===== config.mk =====
export PLATFORM = sky130hd
export DESIGN_NAME = load_writeback_flat
export DESIGN_NICKNAME = d
export VERILOG_FILES = /design/src/rtl/load_writeback_if.sv /design/src/rtl/load_writeback.sv /design/src/flat_wrapper.sv
export SDC_FILE = /design/constraint.sdc
export NUM_CORES = 1
export LEC_CHECK = 0
export BUFFER_PORTS_ARGS = -buffer_cell sky130_fd_sc_hd__buf_2
export CORE_MARGIN = 3
export CORE_UTILIZATION = 55
export DETAILED_ROUTE_END_ITERATION = 8
export PLACE_DENSITY = 0.83
export SYNTH_ARGS = -nofsm -noshare
export SYNTH_HDL_FRONTEND = slang
export SYNTH_SLANG_ARGS = --single-unit

===== constraint.sdc =====
create_clock -name clk -period 4 [get_ports clk]
set_clock_uncertainty 0.2 [all_clocks]
set_input_delay 0.4 -clock clk [delete_from_list [all_inputs] [get_ports clk]]
set_output_delay 0.4 -clock clk [all_outputs]
set_load 0.03 [all_outputs]

===== src/rtl/load_writeback_if.sv =====
// Bus bundle for load_writeback: ALU requests, load issue/return, decode
// sources, and the register-file write port with bypass outputs.
interface load_writeback_if #(
  parameter int DATA_W = 32,
  parameter int ADDR_W = 5
);
  logic              alu_valid_i;
  logic              alu_ready_o;
  logic [ADDR_W-1:0] alu_dest_i;
  logic [DATA_W-1:0] alu_data_i;
  logic              load_issue_i;
  logic              load_ready_o;
  logic [ADDR_W-1:0] load_dest_i;
  logic [2:0]        load_type_i;
  logic [1:0]        load_byte_i;
  logic [DATA_W-1:0] load_old_i;
  logic              mem_rvalid_i;
  logic [DATA_W-1:0] mem_rdata_i;
  logic [ADDR_W-1:0] src1_i;
  logic [ADDR_W-1:0] src2_i;
  logic              hazard_o;
  logic [ADDR_W-1:0] rf_addr_o;
  logic [DATA_W-1:0] rf_data_o;
  logic              rf_we_o;
  logic [1:0]        bypass_valid_o;
  logic [DATA_W-1:0] bypass_data_o;

  modport master (
    output alu_valid_i, alu_dest_i, alu_data_i,
    output load_issue_i, load_dest_i, load_type_i, load_byte_i, load_old_i,
    output mem_rvalid_i, mem_rdata_i, src1_i, src2_i,
    input  alu_ready_o, load_ready_o, hazard_o,
    input  rf_addr_o, rf_data_o, rf_we_o, bypass_valid_o, bypass_data_o
  );

  modport slave (
    input  alu_valid_i, alu_dest_i, alu_data_i,
    input  load_issue_i, load_dest_i, load_type_i, load_byte_i, load_old_i,
    input  mem_rvalid_i, mem_rdata_i, src1_i, src2_i,
    output alu_ready_o, load_ready_o, hazard_o,
    output rf_addr_o, rf_data_o, rf_we_o, bypass_valid_o, bypass_data_o
  );
endinterface


===== src/rtl/load_writeback.sv =====
// Register-file write sequencer merging ALU results and a single outstanding load.
// Optional macro WB_BYPASS_EN enables the same-cycle write/read bypass outputs.
module load_writeback #(
  parameter int DATA_W = 32,
  parameter int ADDR_W = 5
) (
  input logic             clk,
  input logic             reset_i,
  load_writeback_if.slave bus
);
  localparam logic [0:0] IDLE = 1'b0;
  localparam logic [0:0] WAIT = 1'b1;

  logic [0:0]        state_reg;
  logic [ADDR_W-1:0] pend_dest_reg;
  logic [2:0]        pend_type_reg;
  logic [1:0]        pend_byte_reg;
  logic [DATA_W-1:0] pend_old_reg;
  logic              squash_reg;
  logic              hold_valid_reg;
  logic [ADDR_W-1:0] hold_dest_reg;
  logic [DATA_W-1:0] hold_data_reg;
  logic              rf_we_reg;
  logic [ADDR_W-1:0] rf_addr_reg;
  logic [DATA_W-1:0] rf_data_reg;

  logic              alu_acc;
  logic              load_ret;
  logic              dest_match;
  logic              squash_now;
  logic [7:0]        ld_byte;
  logic [15:0]       ld_half;
  logic [DATA_W-1:0] lwl_mask;
  logic [DATA_W-1:0] load_val;

  assign bus.alu_ready_o  = !hold_valid_reg;
  assign bus.load_ready_o = (state_reg == IDLE);
  assign alu_acc    = bus.alu_valid_i && !hold_valid_reg;
  assign load_ret   = (state_reg == WAIT) && bus.mem_rvalid_i;
  assign dest_match = (bus.alu_dest_i == pend_dest_reg) && (pend_dest_reg != '0);
  // A younger ALU write to the load's target makes the load result dead.
  assign squash_now = squash_reg || (alu_acc && dest_match);

  assign bus.hazard_o = (state_reg == WAIT) && !squash_reg && (pend_dest_reg != '0) &&
                        ((bus.src1_i == pend_dest_reg) || (bus.src2_i == pend_dest_reg));

  assign ld_byte  = 8'(bus.mem_rdata_i >> {pend_byte_reg, 3'b000});
  assign ld_half  = pend_byte_reg[1] ? bus.mem_rdata_i[31:16] : bus.mem_rdata_i[15:0];
  assign lwl_mask = (pend_byte_reg == 2'd3) ? '0
                  : (32'hFFFF_FFFF >> {pend_byte_reg + 2'd1, 3'b000});

  always_comb begin
    load_val = bus.mem_rdata_i;
    case (pend_type_reg)
      3'd0: load_val = {{24{ld_byte[7]}}, ld_byte};
      3'd1: load_val = {24'd0, ld_byte};
      3'd2: load_val = {{16{ld_half[15]}}, ld_half};
      3'd3: load_val = {16'd0, ld_half};
      // ~byte is 3-byte for the 2-bit offset
      3'd5: load_val = (bus.mem_rdata_i << {~pend_byte_reg, 3'b000}) | (pend_old_reg & lwl_mask);
      3'd6: load_val = (bus.mem_rdata_i >> {pend_byte_reg, 3'b000}) |
                       (pend_old_reg & ~(32'hFFFF_FFFF >> {pend_byte_reg, 3'b000}));
      default: load_val = bus.mem_rdata_i;
    endcase
  end

  always_ff @(posedge clk) begin
    if (!reset_i) begin
      state_reg      <= IDLE;
      pend_dest_reg  <= '0;
      pend_type_reg  <= '0;
      pend_byte_reg  <= '0;
      pend_old_reg   <= '0;
      squash_reg     <= 1'b0;
      hold_valid_reg <= 1'b0;
      hold_dest_reg  <= '0;
      hold_data_reg  <= '0;
      rf_we_reg      <= 1'b0;
      rf_addr_reg    <= '0;
      rf_data_reg    <= '0;
    end else begin
      rf_we_reg <= 1'b0;
      if (load_ret) begin
        rf_we_reg   <= !squash_now && (pend_dest_reg != '0);
        rf_addr_reg <= pend_dest_reg;
        rf_data_reg <= load_val;
      end else if (hold_valid_reg) begin
        rf_we_reg   <= (hold_dest_reg != '0);
        rf_addr_reg <= hold_dest_reg;
        rf_data_reg <= hold_data_reg;
      end else if (alu_acc) begin
        rf_we_reg   <= (bus.alu_dest_i != '0);
        rf_addr_reg <= bus.alu_dest_i;
        rf_data_reg <= bus.alu_data_i;
      end

      // Hold only fills when the load return wins the write port.
      if (load_ret && alu_acc) begin
        hold_valid_reg <= 1'b1;
        hold_dest_reg  <= bus.alu_dest_i;
        hold_data_reg  <= bus.alu_data_i;
      end else if (!load_ret && hold_valid_reg) begin
        hold_valid_reg <= 1'b0;
      end

      if (state_reg == IDLE) begin
        if (bus.load_issue_i) begin
          state_reg     <= WAIT;
          pend_dest_reg <= bus.load_dest_i;
          pend_type_reg <= bus.load_type_i;
          pend_byte_reg <= bus.load_byte_i;
          pend_old_reg  <= bus.load_old_i;
          squash_reg    <= 1'b0;
        end
      end else if (bus.mem_rvalid_i) begin
        state_reg  <= IDLE;
        squash_reg <= 1'b0;
      end else if (alu_acc && dest_match) begin
        squash_reg <= 1'b1;
      end
    end
  end

  assign bus.rf_we_o   = rf_we_reg;
  assign bus.rf_addr_o = rf_addr_reg;
  assign bus.rf_data_o = rf_data_reg;

`ifdef WB_BYPASS_EN
  logic [ADDR_W-1:0] src_sel [2];
  logic [1:0]        bypass_valid;
  assign src_sel[0] = bus.src1_i;
  assign src_sel[1] = bus.src2_i;
  for (genvar gi = 0; gi < 2; gi++) begin : g_bypass
    assign bypass_valid[gi] = rf_we_reg && (rf_addr_reg != '0) && (rf_addr_reg == src_sel[gi]);
  end
  assign bus.bypass_valid_o = bypass_valid;
  assign bus.bypass_data_o  = rf_data_reg;
`else
  assign bus.bypass_valid_o = 2'b00;
  assign bus.bypass_data_o  = '0;
`endif
endmodule


===== src/flat_wrapper.sv =====
// flat-port wrapper written by rule: the top's interface ports become plain ports
module load_writeback_flat 
#(
  parameter int DATA_W = 32,
  parameter int ADDR_W = 5
)
  (clk, reset_i, bus_alu_valid_i, bus_alu_dest_i, bus_alu_data_i, bus_load_issue_i, bus_load_dest_i, bus_load_type_i, bus_load_byte_i, bus_load_old_i, bus_mem_rvalid_i, bus_mem_rdata_i, bus_src1_i, bus_src2_i, bus_alu_ready_o, bus_load_ready_o, bus_hazard_o, bus_rf_addr_o, bus_rf_data_o, bus_rf_we_o, bus_bypass_valid_o, bus_bypass_data_o);
  load_writeback_if #(.DATA_W(DATA_W), .ADDR_W(ADDR_W)) bus_i ();
  input logic clk;
  input logic reset_i;
  input wire logic [$bits(bus_i.alu_valid_i)-1:0] bus_alu_valid_i;
  input wire logic [$bits(bus_i.alu_dest_i)-1:0] bus_alu_dest_i;
  input wire logic [$bits(bus_i.alu_data_i)-1:0] bus_alu_data_i;
  input wire logic [$bits(bus_i.load_issue_i)-1:0] bus_load_issue_i;
  input wire logic [$bits(bus_i.load_dest_i)-1:0] bus_load_dest_i;
  input wire logic [$bits(bus_i.load_type_i)-1:0] bus_load_type_i;
  input wire logic [$bits(bus_i.load_byte_i)-1:0] bus_load_byte_i;
  input wire logic [$bits(bus_i.load_old_i)-1:0] bus_load_old_i;
  input wire logic [$bits(bus_i.mem_rvalid_i)-1:0] bus_mem_rvalid_i;
  input wire logic [$bits(bus_i.mem_rdata_i)-1:0] bus_mem_rdata_i;
  input wire logic [$bits(bus_i.src1_i)-1:0] bus_src1_i;
  input wire logic [$bits(bus_i.src2_i)-1:0] bus_src2_i;
  output wire logic [$bits(bus_i.alu_ready_o)-1:0] bus_alu_ready_o;
  output wire logic [$bits(bus_i.load_ready_o)-1:0] bus_load_ready_o;
  output wire logic [$bits(bus_i.hazard_o)-1:0] bus_hazard_o;
  output wire logic [$bits(bus_i.rf_addr_o)-1:0] bus_rf_addr_o;
  output wire logic [$bits(bus_i.rf_data_o)-1:0] bus_rf_data_o;
  output wire logic [$bits(bus_i.rf_we_o)-1:0] bus_rf_we_o;
  output wire logic [$bits(bus_i.bypass_valid_o)-1:0] bus_bypass_valid_o;
  output wire logic [$bits(bus_i.bypass_data_o)-1:0] bus_bypass_data_o;
  assign bus_i.alu_valid_i = bus_alu_valid_i;
  assign bus_i.alu_dest_i = bus_alu_dest_i;
  assign bus_i.alu_data_i = bus_alu_data_i;
  assign bus_i.load_issue_i = bus_load_issue_i;
  assign bus_i.load_dest_i = bus_load_dest_i;
  assign bus_i.load_type_i = bus_load_type_i;
  assign bus_i.load_byte_i = bus_load_byte_i;
  assign bus_i.load_old_i = bus_load_old_i;
  assign bus_i.mem_rvalid_i = bus_mem_rvalid_i;
  assign bus_i.mem_rdata_i = bus_mem_rdata_i;
  assign bus_i.src1_i = bus_src1_i;
  assign bus_i.src2_i = bus_src2_i;
  assign bus_alu_ready_o = bus_i.alu_ready_o;
  assign bus_load_ready_o = bus_i.load_ready_o;
  assign bus_hazard_o = bus_i.hazard_o;
  assign bus_rf_addr_o = bus_i.rf_addr_o;
  assign bus_rf_data_o = bus_i.rf_data_o;
  assign bus_rf_we_o = bus_i.rf_we_o;
  assign bus_bypass_valid_o = bus_i.bypass_valid_o;
  assign bus_bypass_data_o = bus_i.bypass_data_o;
  load_writeback #(.DATA_W(DATA_W), .ADDR_W(ADDR_W)) u_core (.clk(clk), .reset_i(reset_i), .bus(bus_i));
endmodule

==> results of run 1 <==
cell usage in the layout (no fill, tap or decap), drive strengths merged, types with 24 or more instances in the layout:
master and n:
dfxtp 120, conb 34, nand2 193, a21oi 104
mux2i 60, nor3 28, inv 28, a2111oi 24
buf 181, nor2 59
worst paths after layout:
check / to / startpoint / slack (ns) / depth (start not counted)
setup reg to reg: u_core.bus.rf_data_o[22] / u_core.pend_byte_reg[0] / 1.10 / 5
hold / removal: u_core.pend_old_reg[11] / bus_load_old_i[11] / 0.02 / 3
hold reg to reg: u_core.pend_old_reg[1] / u_core.pend_old_reg[1] / 0.25 / 2
setup / recovery: u_core.bus.rf_data_o[22] / u_core.pend_byte_reg[0] / 1.10 / 5
power groups by stage:
| stage | Combinational, mW | Clock [mW] | Sequential [mW] |
|---|---|---|---|
| after global routing | 0.805 | 1.43 | 1.35 |
| after global placement | 0.720 | 0 | 1.36 |
| after floorplan | 0.476 | 0 | 1.40 |
| after detailed placement | 0.730 | 0 | 1.36 |
| after CTS | 0.734 | 1.38 | 1.34 |
| final | 0.748 | 1.37 | 1.34 |
critical path, cell delays in order, from the launching register on:
cell       delay, ns
dfxtp_2         0.73
buf_4           0.50
mux2i_1         0.17
a2111oi_0       0.93
nor3_1          0.09
a21oi_1         0.19
routing by layer:
metal | vias up | track usage, %
met4 | 0 | 12.4
li1 | 3683 | -
met2 | 485 | 45.9
met1 | 3638 | 43.6
met3 | 66 | 8.45
met5 | - | 0
cell usage after synthesis, types with 8 or more instances:
cell type  instances  area, µm²
a2111oi_0         24        210
inv_1             28        105
clkbuf_1          60        225
nor2_1            59        221
dfxtp_1          120       2400
xor2_1            11       96.3
o211ai_1          18        135
a211oi_1          21        158
nor2b_1           20        125
mux2i_1           60        601
a21oi_1          104        521
o221ai_1          17        149
mux2_2             8       90.1
nor3_1            28        140
o32a_1             8       80.1
buf_2             16       80.1
a31oi_1            8       50.1
nand2_1          193        724
nor3b_1           20        150
nand2b_1           8       50.1
mux4_2             8        180
o22ai_1            9       56.3
o21ai_0           20        100
buf_4             39        293
area by class of cell:
| type | count | area share (%) |
|---|---|---|
| Clock buffer | 23 | 5.32 |
| Sequential cell | 120 | 27.3 |
| Inverter | 29 | 1.24 |
| Timing Repair Buffer | 181 | 10.7 |
| Tap cell | 176 | 2.50 |
| Clock inverter | 5 | 0.569 |
| Multi-Input combinational cell | 748 | 52.3 |
| Antenna cell | 1 | 0.0284 |
cells by family after synthesis:
kind of cell / share of synthesized area (%)
flip-flops: 31.6
other: 0.0493
buffers and inverters: 9.65
XOR/XNOR: 1.84
multiplexers: 11.4
AO/OA/AOI/OAI: 24.2
AND/OR/NAND/NOR: 21.2
==> results.cfg, run 1 <==
[status]
status = finished clean

[worst_setup_path]
crit_fanout = 26
crit_arrival_ns = 3.05
path_class = reg -> reg
cp.required_ns = 4.15
worst_setup_path_start_kind = flop
cp-end-kind = flop

[timing]
worst_slew_pin_slew_ns = 1.01
setup-violations-final = 0
timing.hold.ws_ns = 0.0174
maxSlewHeadroom_pct = 31.0
fin_crit_ns = 2.90
slew_violations = 0
fin_tns_setup_ns = 0
min_period_over_period_pct = 72.5
max_freq_ghz = 0.345
finalHoldViolations = 0
worst_slack_ns = 1.10
rsz0062_at_grt = no

[route]
routed_via_density = 6.14
firstDrtPassIters = 5
drt_iter0_drc = 1139
vias = 7872
remaining_drc_errors = 0
routedWlPerCell_um = 19.1
wl_met1_um = 10400
routed.top_layer = met4
wl_met3_um = 2710
route.met2.wl_um = 10600
ant_nets = 0
drt-total-wl_um = 24500

[clock_tree]
cts_tree = built
cts_buffers = 17
max-clock-path-buffers = 2
cts_resized = 0
clk_latency_ns = 0.42
postCtsSetupBuffers = 0
postCtsHoldBufs = 0
cts.htree.levels = 4
cts-root-buf = clkbuf_16
path_clk_slew_ns = 0.05
numClockSinks = 120

[placement]
dpl.cell_count = 1254
port_buffers = 166
globalplace.congestion = 1.00
place_ws_ns = 1.36
dp_hpwl_um = 17800
placed_cell_area_mm2 = 0.00828

[floorplan]
die_area_mm2 = 0.0153
start_util_pct = 56.8
die_w_um = 124
top_level_ports = 201
fp.coreArea_mm2 = 0.0134
fp.dieH_um = 124
rows = 42

[power_and_ir_drop]
powerDensity_mw_per_mm2 = 393
switchingPower_mw = 1.06
peakVddDrop_uv = 336
clkPwrFrac_pct = 39.5
pwr-share-seq_pct = 38.8
cellLeakagePower_nw = 3.43
comb_power_share_pct = 21.6
swShare_pct = 30.6
p_total_mw = 3.46
internal_power_mw = 2.40

[yosys]
synth-edff-count = 0
ys_seq_area_share_pct = 31.6
synthFlopType = dfxtp_1
ys_ff_latch = 120
netlist_area_mm2 = 0.00761
avgSynthCellArea_um2 = 7.73
synthCells = 984
ys_warn_count = 0
yosysUniqueCellTypes = 55
async_flop_share_pct = 0

[layout]
multi_input_area_mm2 = 0.00460
fillCellCount = 1226
drive_above_1_share_pct = 21.4
syn2layout_area_growth_pct = 15.6
stdcell_count = 1283
nets = 1223
postLayoutCoreUtil_pct = 65.7
final_area_mm2 = 0.00880
final-seq-area_mm2 = 0.00240

[global_routing]
grt_max_degree = 56
overflow = 0
grt_antenna_before_repair = 1
grt_pass1_wl_um = 36700
grt_pass1_vias = 6909
grtUsageTotal_pct = 31.3

[min_path]
holdCritPathClass = in -> reg

[job]
cap_violations = 0
No activity file was read; power rests on OpenSTA's default activity.
==> run 2: changes to the inputs <==
--- a/config.mk
+++ b/config.mk
@@ -7,9 +7,9 @@
 export LEC_CHECK = 0
 export BUFFER_PORTS_ARGS = -buffer_cell sky130_fd_sc_hd__buf_2
 export CORE_MARGIN = 3
-export CORE_UTILIZATION = 55
+export CORE_UTILIZATION = 54
 export DETAILED_ROUTE_END_ITERATION = 8
-export PLACE_DENSITY = 0.83
+export PLACE_DENSITY = 0.81
 export SYNTH_ARGS = -nofsm -noshare
 export SYNTH_HDL_FRONTEND = slang
 export SYNTH_SLANG_ARGS = --single-unit
==> constraint.sdc (replaced) <==
create_clock -name clk -period 2.9 [get_ports clk]
set_clock_uncertainty 0.2 [all_clocks]
set_input_delay 0.29 -clock clk [delete_from_list [all_inputs] [get_ports clk]]
set_output_delay 0.29 -clock clk [all_outputs]
set_load 0.03 [all_outputs]
==> results.cfg, run 2 (synthesized netlist as in run 1, its figures left out) <==
[floorplan]
fp.coreArea_mm2 = 0.0135
start_util_pct = 56.4
rows = 42
die_w_um = 125
die_area_mm2 = 0.0156
fp.dieH_um = 125
top_level_ports = 201

[min_path]
hold_start = bus_mem_rdata_i[25]
holdCritPathClass = in -> reg
holdPathEnd = u_core.bus.rf_data_o[25]
hold_depth = 3

[worst_setup_path]
crit_fanout = 18
cp-end-kind = flop
crit_chain = xnor2_1 > nand2_1 > o221ai_1 > a211oi_1
path_class = reg -> reg
reg2reg_to = u_core.bus.rf_data_o[3]
crit_arrival_ns = 2.65
r2r_slack_ns = 0.33
critPathMaxStageDelay_ns = 0.86
reg2reg_depth = 4
cp.required_ns = 2.98
r2r_start = u_core.pend_type_reg[1]
cp_slowest_cell = xnor2_1
worst_setup_path_start_kind = flop
crit_buf_inv = 0
cp_top_family = XOR/XNOR gates

[power_and_ir_drop]
switchingPower_mw = 1.57
peakVddDrop_uv = 622
powerDensity_mw_per_mm2 = 538
cellLeakagePower_nw = 3.96
swShare_pct = 29.4
p_total_mw = 5.35
pwr-share-seq_pct = 34.6
internal_power_mw = 3.78
clkPwrFrac_pct = 43.6
comb_power_share_pct = 21.7

[global_routing]
grt_antenna_before_repair = 0
grtUsageTotal_pct = 35.8
grt_pass1_wl_um = 44300
grt_max_degree = 40
overflow = 0
grt_pass1_vias = 8094

[clock_tree]
cts-root-buf = clkbuf_16
clk_latency_ns = 0.43
path_clk_slew_ns = 0.06
cts.htree.levels = 4
numClockSinks = 120
cts_buffers = 17
cts_tree = built
max-clock-path-buffers = 2

[layout]
multi_input_area_mm2 = 0.00460
layout_common_cells = 193 x nand2_1, 166 x buf_2, 117 x dfxtp_1, 104 x a21oi_1, 83 x dlygate4sd3_1
syn2layout_area_growth_pct = 30.8
stdcell_count = 1392
final_area_mm2 = 0.00995
final_common_cell = nand2_1
postLayoutCoreUtil_pct = 73.7
fillCellCount = 1013
final-seq-area_mm2 = 0.00241
drive_above_1_share_pct = 21.9
nets = 1329
n_antenna_cell = 0

[timing]
min_period_over_period_pct = 88.7
fin_crit_ns = 2.57
rsz0062_at_grt = no
fin_tns_setup_ns = 0
worst_slew_pin_slew_ns = 0.995
setup-violations-final = 0
slew_violations = 0
finalHoldViolations = 0
max_freq_ghz = 0.389
maxSlewHeadroom_pct = 33.2

[placement]
placed_cell_area_mm2 = 0.00847
dp_hpwl_um = 19500
globalplace.congestion = 0.974
dpl.cell_count = 1277
port_buffers = 166

[route]
firstDrtPassIters = 6
routed_via_density = 6.10
routedWlPerCell_um = 20.5
vias = 8489
ant_nets = 0
drt-total-wl_um = 28500
drt_iter0_drc = 1041
remaining_drc_errors = 0

[job]
cap_violations = 0

[status]
status = finished clean
## run 2: cell count changes in the layout (fill, tap and decap cells not counted), moves of 3 or more
| cell | previous run | this run |
|---|---|---|
| clkinv_2 | 4 | 1 |
| bufinv_16 | 1 | 4 |
| dlygate4sd3_1 | 0 | 83 |
| buf_4 | 15 | 37 |
| clkbuf_8 | 2 | 6 |
## run 2: per-layer routing
metal | wire [µm] | track usage [%] | up-vias
met5 | 0 | 0 | -
met4 | 1130 | 13.7 | 0
met3 | 2790 | 9.13 | 99
met2 | 13200 | 58.2 | 550
met1 | 11400 | 45.5 | 3941
li1 | - | - | 3899
## run 2: what timing repair did
action	in CTS	in global routing
hold endpoints to repair	83	0
buffers inserted	0	0
gates resized for setup	0	0
hold buffers	83	0
## run 2: layout make-up
type	count	share of cell area, %
multi-input combinational	748	46.3
sequential	120	24.2
timing repair buffer	287	19.7
clock buffer	26	5.22
tap	176	2.21
clock inverter	6	1.35
inverter	29	1.09
## run 2: power by group through the flow
stage	registers (mW)	logic [mW]	clock network (mW)
2_1_floorplan	1.93	0.657	0
5_1_grt	1.86	1.24	2.43
6_report	1.85	1.16	2.33
3_3_place_gp	1.88	1.03	0
4_1_cts	1.85	1.13	2.35
3_5_place_dp	1.88	1.04	0
## run 2: how the worst max path moves through the flow
stage                            start                       to  slack [ns]  cells after the start
3_5_place_dp   u_core.pend_type_reg[1]  u_core.bus.rf_data_o[4]        0.44                      4
2_1_floorplan  u_core.pend_dest_reg[2]             bus_hazard_o        0.34                      5
4_1_cts        u_core.pend_type_reg[1]  u_core.bus.rf_data_o[3]        0.42                      4
5_1_grt        u_core.pend_type_reg[1]  u_core.bus.rf_data_o[0]        0.22                      4
3_3_place_gp   u_core.pend_type_reg[1]  u_core.bus.rf_data_o[3]        0.48                      4
6_report       u_core.pend_type_reg[1]  u_core.bus.rf_data_o[3]        0.33                      4
## run 2: through the flow
step / hold slack, ns / setup slack (ns)
final: 0.0194 / 0.327
after global routing: 0.0248 / 0.221
after CTS: 0.00553 / 0.420
after detailed placement: 0.242 / 0.441
after global placement: 0.237 / 0.477
after floorplan: 0.226 / 0.340
## run 2: worst min-delay path, cell delays in order
cell	delay [ns]
buf_2	0.14
nor2_1	0.13
a311oi_2	0.04
